File: src/rtl/fit_window_scheduler.sv
// fit_window_scheduler: sweeps fixed-size windows over a stored series through
// one fit engine and keeps the window with the lowest deviation.
module fit_window_scheduler #(
  parameter int DW = 32,
  parameter int WATCHDOG = 1024
) (
  input  logic          Clk,
  input  logic          Rst,
  input  logic          cfg_start,
  input  logic [DW-1:0] cfg_base,
  input  logic [DW-1:0] cfg_count,
  input  logic [DW-1:0] cfg_win,
  input  logic [DW-1:0] cfg_stride,
  output logic          busy,
  output logic          done,
  output logic          err,
  output logic [DW-1:0] win_count,
  output logic [DW-1:0] best_si,
  output logic [DW-1:0] best_dev,
  output logic [DW-1:0] best_mean,
  output logic [DW-1:0] fit_si,
  output logic [DW-1:0] fit_ei,
  output logic          fit_start,
  input  logic          fit_done,
  input  logic [DW-1:0] fit_deviation,
  input  logic [DW-1:0] fit_mean
);

  localparam int WW = $clog2(WATCHDOG + 1);
  localparam logic [WW-1:0] WD_MAX = WW'(WATCHDOG - 1);

  typedef enum logic [2:0] {
    IDLE, CHECK, LAUNCH, WAIT_LOW, WAIT_HIGH, UPDATE, FINISH
  } state_t;

  state_t        state;
  logic [DW-1:0] base_q;
  logic [DW-1:0] count_q;
  logic [DW-1:0] win_q;
  logic [DW-1:0] stride_q;
  logic [WW-1:0] wd;

  logic [DW:0] lim;
  logic [DW:0] ei_next;
  logic [DW:0] si_next;
  logic        cfg_bad;

  // One extra bit so end-of-series and index wrap are visible as a carry.
  assign lim     = {1'b0, base_q} + {1'b0, count_q};
  assign ei_next = {1'b0, fit_si} + {1'b0, win_q};
  assign si_next = {1'b0, fit_si} + {1'b0, stride_q};
  assign cfg_bad = (win_q < DW'(2)) || (stride_q == '0) ||
                   (win_q > count_q) || lim[DW];

  always_ff @(posedge Clk) begin
    if (Rst) begin
      state     <= IDLE;
      busy      <= 1'b0;
      done      <= 1'b0;
      err       <= 1'b0;
      fit_start <= 1'b0;
      win_count <= '0;
      fit_si    <= '0;
      fit_ei    <= '0;
      best_si   <= '0;
      best_mean <= '0;
      best_dev  <= '1;
      base_q    <= '0;
      count_q   <= '0;
      win_q     <= '0;
      stride_q  <= '0;
      wd        <= '0;
    end else begin
      fit_start <= 1'b0;
      done      <= 1'b0;
      unique case (state)
        IDLE: begin
          if (cfg_start) begin
            base_q    <= cfg_base;
            count_q   <= cfg_count;
            win_q     <= cfg_win;
            stride_q  <= cfg_stride;
            busy      <= 1'b1;
            err       <= 1'b0;
            win_count <= '0;
            best_si   <= '0;
            best_mean <= '0;
            best_dev  <= '1;
            fit_si    <= cfg_base;
            state     <= CHECK;
          end
        end
        CHECK: begin
          if (cfg_bad) begin
            err   <= 1'b1;
            busy  <= 1'b0;
            done  <= 1'b1;
            state <= FINISH;
          end else if (ei_next > lim) begin
            busy  <= 1'b0;
            done  <= 1'b1;
            state <= FINISH;
          end else begin
            fit_ei <= ei_next[DW-1:0];
            state  <= LAUNCH;
          end
        end
        LAUNCH: begin
          // Engine may still be finishing a run cut short by reset.
          if (fit_done) begin
            fit_start <= 1'b1;
            wd        <= '0;
            state     <= WAIT_LOW;
          end
        end
        WAIT_LOW: begin
          if (!fit_done) begin
            state <= WAIT_HIGH;
          end else if (wd == WD_MAX) begin
            err   <= 1'b1;
            busy  <= 1'b0;
            done  <= 1'b1;
            state <= FINISH;
          end else begin
            wd <= wd + 1'b1;
          end
        end
        WAIT_HIGH: begin
          if (fit_done) state <= UPDATE;
        end
        UPDATE: begin
          win_count <= win_count + 1'b1;
          if (fit_deviation < best_dev) begin
            best_si   <= fit_si;
            best_dev  <= fit_deviation;
            best_mean <= fit_mean;
          end
          if (si_next[DW]) begin
            busy  <= 1'b0;
            done  <= 1'b1;
            state <= FINISH;
          end else begin
            fit_si <= si_next[DW-1:0];
            state  <= CHECK;
          end
        end
        FINISH: state <= IDLE;
        default: state <= IDLE;
      endcase
    end
  end

endmodule

File: config.mk
export PLATFORM = sky130hd
export DESIGN_NAME = fit_window_scheduler
export DESIGN_NICKNAME = d
export VERILOG_FILES = /design/src/rtl/fit_window_scheduler.sv
export SDC_FILE = /design/constraint.sdc
export NUM_CORES = 1
export LEC_CHECK = 0
export BUFFER_PORTS_ARGS = -buffer_cell sky130_fd_sc_hd__buf_2
export CAP_MARGIN = 20
export CORE_AREA = 3 3 191 193
export CTS_CLUSTER_SIZE = 28
export DETAILED_ROUTE_END_ITERATION = 8
export DIE_AREA = 0 0 194 196
export PLACE_DENSITY_LB_ADDON = 0.3
export SLEW_MARGIN = 10
export SYNTH_ARGS = -nofsm -noshare
export SYNTH_HDL_FRONTEND = slang
export SYNTH_SLANG_ARGS = --single-unit
export TNS_END_PERCENT = 30
File: constraint.sdc
create_clock -name Clk -period 6.2 [get_ports Clk]
set_input_delay 1.24 -clock Clk [delete_from_list [all_inputs] [get_ports Clk]]
set_output_delay 1.24 -clock Clk [all_outputs]
set_load 0.005 [all_outputs]
==> results of run 1 <==
==> placed cells by master, fill, tap and decap left out, types with 5 or more instances in the layout <==
cell	synthesis	routed
o21ai_0	67	67
a31oi_1	46	46
o211ai_1	21	21
clkbuf_8	0	9
nand4_1	37	37
and2_1	15	15
xor2_1	31	31
nand2_1	423	422
nor2_1	144	143
o21bai_1	10	10
xnor2_1	47	47
a21o_1	66	66
a21boi_0	5	5
clkbuf_1	104	7
and4_1	5	5
mux2i_1	35	35
ha_1	194	194
dfxtp_1	338	338
inv_1	98	98
or3_1	23	22
clkbuf_16	0	39
clkinv_2	0	5
a311oi_1	8	8
nor2b_1	13	13
nand2b_1	18	18
a21oi_1	333	333
nor3_1	65	64
o21a_1	15	15
and3_1	24	24
buf_2	4	390
a211oi_1	31	31
nor4_1	18	18
a211o_1	8	8
a311oi_2	5	5
or2_2	14	14
nand3_1	113	113
buf_4	3	18
a22o_1	5	5
==> worst paths after layout <==
kind | depth (start not counted) | slack, ns | end
min | 2 | 0.46 | best_mean[30]
max | 22 | 0.31 | fit_ei[16]
max reg2reg | 22 | 0.31 | fit_ei[16]
min reg2reg | 2 | 0.46 | best_mean[30]
==> flip-flops by register name (all words and copies together), names as in the netlist <==
signal     flops
stride_q      32
fit_si        32
best_si       32
done           1
state          3
count_q       32
win_q         32
fit_start      1
busy           1
wd            11
best_dev      32
win_count     32
base_q        32
best_mean     32
err            1
fit_ei        32
==> synth_stat cells (all sizes together) (8+ instances only) <==
library cell	number	area, sq um
a211o	8	70.1
a211oi	32	253
a21o	66	495
a21oi	334	1680
a311oi	13	145
a31oi	47	300
and2	15	93.8
and3	24	150
buf	19	95.1
clkbuf	104	390
dfxtp	338	6770
ha	194	2430
inv	98	368
mux2i	35	350
nand2	423	1590
nand2b	18	113
nand3	113	566
nand4	37	231
nor2	144	541
nor2b	13	81.3
nor3	65	325
nor4	18	113
o211ai	22	170
o21a	15	113
o21ai	70	350
o21bai	10	75.1
or2	15	93.8
or3	23	144
xnor2	47	412
xor2	31	272
==> kinds of logic (layout without fill, tap and decap cells) <==
logic type / Yosys count / count (layout) / synth area share [%]
buffers and inverters: 222 / 578 / 4.40
DFF: 338 / 338 / 34.7
muxes: 36 / 36 / 1.86
adders and majority gates: 197 / 197 / 12.8
xor gates and xnor gates: 78 / 78 / 3.51
other: 0 / 4 / 0
AOI/OAI and AO/OA: 672 / 672 / 21.3
and+or+nand+nor: 925 / 925 / 21.4
==> power breakdown <==
group	leakage (nW)	total [W]	internal (W)	switching, W
Clock	0.633	0.00233	0.00139	0.000934
Combinational	7.15	0.00395	0.00150	0.00245
Sequential	2.75	0.00292	0.00250	0.000422
Total	10.5	0.00920	0.00540	0.00380
==> metal layers <==
layer	vias up	global-route usage, %	wire length (microns)
met5	-	0	13
met4	2	13.3	2800
met3	148	5.22	4740
met2	817	53.2	29200
met1	9156	43.1	27800
li1	9459	-	-
==> stage by stage <==
stage | area (sq um) | util [%] | setup slack, ns | instances | hold WS (ns)
floorplan | 19500 | - | 1.01 | 2468 | 0.441
global placement | 21700 | 62.6 | 0.558 | 3210 | 0.446
detailed placement | 21700 | 62.6 | 0.386 | 3210 | 0.453
CTS | 23000 | 66.3 | 0.377 | 3278 | 0.463
global route | 23000 | 66.3 | 0.105 | 3279 | 0.485
finish | 23000 | 66.4 | 0.309 | 3283 | 0.461
==> worst min-delay path: cells and delay by family (launching register included) <==
kind,cells,cell delay (ns)
AOI/OAI and AO/OA,1,0.05
and+or+nand+nor,1,0.06
DFF,1,0.30
==> cell type report <==
cell class / instances / area share [%]
Tap cell: 455 / 2.47
Multi-Input combinational cell: 1908 / 51.7
Clock buffer: 55 / 4.89
Antenna cell: 4 / 0.0434
Inverter: 99 / 1.61
Clock inverter: 13 / 0.684
Timing Repair Buffer: 411 / 9.27
Sequential cell: 338 / 29.4
==> impl_metrics.json, run 1 <==
{
  "clk_pin_slew_worst_paths_ns": 0.06,
  "skew_ns": 0.0272,
  "reg2reg_from": "fit_si[0]",
  "cts_buffer_depth": 3,
  "tightest_slew_ns": 1.05,
  "nets": 3190,
  "seq_area_frac_synth_pct": 34.7,
  "synth_area_per_cell_sq_um": 7.90,
  "dp_hpwl_microns": 49000,
  "grt_max_degree": 163,
  "cp-start-kind": "flip-flop",
  "peakVddDrop_mv": 0.236,
  "crit_path_start": "fit_si[0]",
  "ctsResizeCount": 0,
  "grt_pass1_wl_microns": 100000,
  "p_total_w": 0.00920,
  "cp_slowest_cell": "fa_1",
  "setup_viol": 0,
  "dr.pass1.iters": 5,
  "yosysWarnings": 0,
  "tns_ns": 0,
  "h-tree-depth": 2,
  "area_growth_pct": 18.2,
  "fp.coreArea_sq_um": 34700,
  "cts_setup_buffers": 0,
  "clkLatencyLatePin_ns": 0.55,
  "syn_inst": 2468,
  "wire_per_inst_microns": 19.7,
  "drc": 0,
  "status": "finished clean",
  "cts_buffers": 39,
  "start_util_pct": 56.1,
  "clock_sinks": 338,
  "multi_input_area_sq_um": 11900,
  "fmax_ghz": 0.170,
  "finalCritPeriodShare_pct": 95.0,
  "critPathMaxFanout": 18,
  "syn-cell-area_sq_um": 19500,
  "via_per_inst": 5.96,
  "die-area_sq_um": 38000,
  "num_rows": 68,
  "place.gp.congestion": 0.969,
  "yosys.cell_types.count": 77,
  "drv_cap": 0,
  "cpMostUsedCell": "a21o_1",
  "synth-edff-count": 0,
  "fp.dieH_microns": 196,
  "seqCellArea_sq_um": 6770,
  "hp-start": "best_mean[30]",
  "path_delay_family": "compound AO/OA/AOI/OAI gates",
  "die_w_microns": 194,
  "crit_required_ns": 6.60,
  "cp-end-kind": "flip-flop",
  "p_per_area_nw_per_um2": 399,
  "critPathKind": "flip-flop to flip-flop",
  "syn_nets": 2861,
  "report.final.slew_viol_count": 0,
  "vias": 19600,
  "p_leak_nw": 10.5,
  "port_buffers": 391,
  "drt-total-wl_microns": 64600,
  "drtIter0Drc": 1501,
  "dominantRegCellSynth": "dfxtp_1",
  "root_buffer": "clkbuf_16",
  "drtAntennaViolNets": 0,
  "cts_tree": "built",
  "cp_cell_sequence": "ha_1, fa_1, a21o_1, a311o_1, a21o_1, a211o_1, a311o_1, a31oi_2, nor2_1, a21oi_2, xnor2_1, ha_1, a21o_1, a21o_1, a221oi_1, o21ai_0, a211o_1, o211ai_1, and3b_2, buf_4, mux2i_1, nor2_1",
  "critPathArrivalTime_ns": 6.29,
  "finalHoldViolations": 0,
  "path_buf_inv": 1,
  "drive_above_1_share_pct": 18.0,
  "antenna_found_initial": 1,
  "nFillCells": 2946,
  "cts-hold-fix-buffers": 0,
  "async_reset_ff_share_pct": 0,
  "grt_pass1_vias": 18500,
  "synth_seq_cells": 338,
  "ios": 392,
  "cp_slowest_stage_delay_ns": 0.41,
  "min_period_ns": 5.89,
  "grt_remaining_overflow": 0,
  "grt_use_total_pct": 32.5,
  "relSlewSlack_pct": 30.2,
  "hp-class": "flip-flop to flip-flop",
  "rsz0062_at_grt": "no"
}
No activity file was read; power rests on OpenSTA's default activity.
==> inputs of run 2 (changes only) <==
--- a/config.mk
+++ b/config.mk
@@ -7,10 +7,11 @@
 export LEC_CHECK = 0
 export BUFFER_PORTS_ARGS = -buffer_cell sky130_fd_sc_hd__buf_2
 export CAP_MARGIN = 20
-export CORE_AREA = 3 3 191 193
+export CORE_AREA = 3 3 201 183
 export CTS_CLUSTER_SIZE = 28
 export DETAILED_ROUTE_END_ITERATION = 8
-export DIE_AREA = 0 0 194 196
+export DIE_AREA = 0 0 204 186
+export GPL_ROUTABILITY_DRIVEN = 1
 export PLACE_DENSITY_LB_ADDON = 0.3
 export SLEW_MARGIN = 10
 export SYNTH_ARGS = -nofsm -noshare
==> constraint.sdc (replaced) <==
create_clock -name Clk -period 5.92 [get_ports Clk]
set_input_delay 1.184 -clock Clk [delete_from_list [all_inputs] [get_ports Clk]]
set_output_delay 1.184 -clock Clk [all_outputs]
set_load 0.005 [all_outputs]
==> impl_metrics.json, run 2 (synthesis gave the netlist of run 1 again) <==
{
  "cp-end-kind": "flip-flop",
  "crit_required_ns": 6.31,
  "path_delay_family": "compound AO/OA/AOI/OAI gates",
  "setup_viol": 0,
  "p_total_w": 0.00984,
  "fmax_ghz": 0.176,
  "start_util_pct": 55.9,
  "rsz0062_at_grt": "no",
  "clk_pin_slew_worst_paths_ns": 0.06,
  "drt-total-wl_microns": 67100,
  "clock_sinks": 338,
  "multi_input_area_sq_um": 11900,
  "cts_tree": "built",
  "grt_use_total_pct": 33.0,
  "cts_buffers": 38,
  "reg2reg_from": "fit_si[0]",
  "ios": 392,
  "layout_commonest_cell": "nand2_1",
  "peakVddDrop_mv": 0.278,
  "r2r_cells": 22,
  "path_buf_inv": 1,
  "fp.coreArea_sq_um": 34900,
  "nets": 3200,
  "tns_ns": 0,
  "r2r_setup_slack_ns": 0.24,
  "skew_ns": 0.0170,
  "min_period_ns": 5.68,
  "grt_pass1_vias": 18300,
  "num_rows": 65,
  "cp_slowest_stage_delay_ns": 0.43,
  "r2r_end": "fit_ei[13]",
  "whs_path_depth": 2,
  "vias": 19700,
  "critPathArrivalTime_ns": 6.07,
  "clkLatencyLatePin_ns": 0.56,
  "nFillCells": 3015,
  "die_w_microns": 204,
  "drtAntennaViolNets": 0,
  "finalHoldViolations": 0,
  "h-tree-depth": 2,
  "p_leak_nw": 10.6,
  "grt_remaining_overflow": 0,
  "critPathKind": "flip-flop to flip-flop",
  "port_buffers": 391,
  "cp_cell_sequence": "ha_1, fa_2, a21o_1, a311o_1, a21o_1, a211o_1, a311o_1, a31oi_4, nor2_2, a21oi_2, xnor2_2, ha_1, a21o_1, a21o_1, a221oi_1, o21ai_1, a211o_1, o211ai_1, and3b_2, clkbuf_16, mux2i_1, nor2_1",
  "report.final.slew_viol_count": 0,
  "die-area_sq_um": 37900,
  "critPathMaxFanout": 8,
  "cp-start-kind": "flip-flop",
  "antenna_found_initial": 13,
  "drtIter0Drc": 1790,
  "grt_max_degree": 225,
  "tightest_slew_ns": 1.06,
  "relSlewSlack_pct": 29.0,
  "wire_per_inst_microns": 20.2,
  "grt_pass1_wl_microns": 99900,
  "worst_setup_path_endpoint": "fit_ei[13]",
  "finalCritPeriodShare_pct": 95.9,
  "cp_slowest_cell": "a311o_1",
  "hp-class": "flip-flop to flip-flop",
  "dp_hpwl_microns": 50100,
  "via_per_inst": 5.93,
  "crit_path_start": "fit_si[0]",
  "p_per_area_nw_per_um2": 423,
  "fp.dieH_microns": 186,
  "drive_above_1_share_pct": 18.3,
  "area_growth_pct": 19.4,
  "seqCellArea_sq_um": 6770,
  "cts_buffer_depth": 3,
  "critical_path_depth": 22,
  "root_buffer": "clkbuf_16",
  "drc": 0,
  "most-common-layout-cells": "nand2_1 (422), buf_2 (390), dfxtp_1 (338), a21oi_1 (333), ha_1 (194)",
  "cpMostUsedCell": "a21o_1",
  "status": "finished clean",
  "dr.pass1.iters": 5,
  "place.gp.congestion": 0.945,
  "drv_cap": 0
}
==> run 2: cell types whose count changed in the layout (fill, tap and decap cells not counted), moves of 2 or more <==
cell,delta
bufinv_16,+2
diode_2,+9
xnor2_1,-2
buf_12,+2
clkbuf_8,-5
xnor2_2,+2
buf_4,+7
clkinv_8,+2
==> run 2: layout make-up <==
cell class	count	area share [%]
clock buffers	50	4.45
multi-input cells	1908	51.3
clock inverters	16	1.13
repair buffers	422	9.78
flip-flops and latches	338	29.1
diodes	13	0.140
well taps	469	2.52
inverters	99	1.60
==> run 2: report_power, final <==
part / internal [W] / switching (W) / leakage, nW
logic: 0.00166 / 0.00267 / 7.23
registers: 0.00262 / 0.000407 / 2.75
clock network: 0.00147 / 0.00102 / 0.631
==> run 2: worst min-delay path by stage <==
stage / start / endpoint
finish: base_q[8] / base_q[8]
global route: base_q[4] / base_q[4]
CTS: best_si[31] / best_si[31]
detailed placement: base_q[0] / base_q[0]
global placement: base_q[8] / base_q[8]
floorplan: base_q[0] / base_q[0]
==> run 2: routing by layer <==
layer	routed length (microns)	up-vias	global-route usage [%]
met5	13	-	0
met4	2700	2	13.5
met3	5570	122	4.91
met2	29400	850	51.6
met1	29400	9199	46.0
li1	-	9478	-
==> run 2: worst reg2reg max path, cell delays in order, from the launching register on <==
cell and delay, ns:
dfxtp_1 0.35, ha_1 0.24, fa_2 0.35, a21o_1 0.19
a311o_1 0.37, a21o_1 0.19, a211o_1 0.32, a311o_1 0.43
a31oi_4 0.26, nor2_2 0.10, a21oi_2 0.22, xnor2_2 0.16
ha_1 0.28, a21o_1 0.16, a21o_1 0.16, a221oi_1 0.31
o21ai_1 0.13, a211o_1 0.25, o211ai_1 0.15, and3b_2 0.41
clkbuf_16 0.24, mux2i_1 0.21, nor2_1 0.06
==> run 2: stage by stage <==
stage / worst slack [ns] / area (sq um) / util [%] / hold slack, ns / std cells
5_1_grt: 0.00677 / 23300 / 66.7 / 0.484 / 3313
4_1_cts: 0.125 / 23100 / 66.3 / 0.464 / 3296
3_3_place_gp: 0.258 / 21800 / 62.5 / 0.449 / 3230
3_5_place_dp: 0.150 / 21800 / 62.5 / 0.454 / 3230
6_report: 0.241 / 23300 / 66.7 / 0.461 / 3315
2_1_floorplan: 0.727 / 19500 / - / 0.441 / 2468
==> run 2: timing repair <==
| item | 4_1_cts | 5_1_grt |
|---|---|---|
| gates resized for setup | 0 | 8 |
| hold buffers | 0 | 0 |
| buffers inserted | 0 | 3 |
| endpoints found under the setup margin | 0 | 32 |
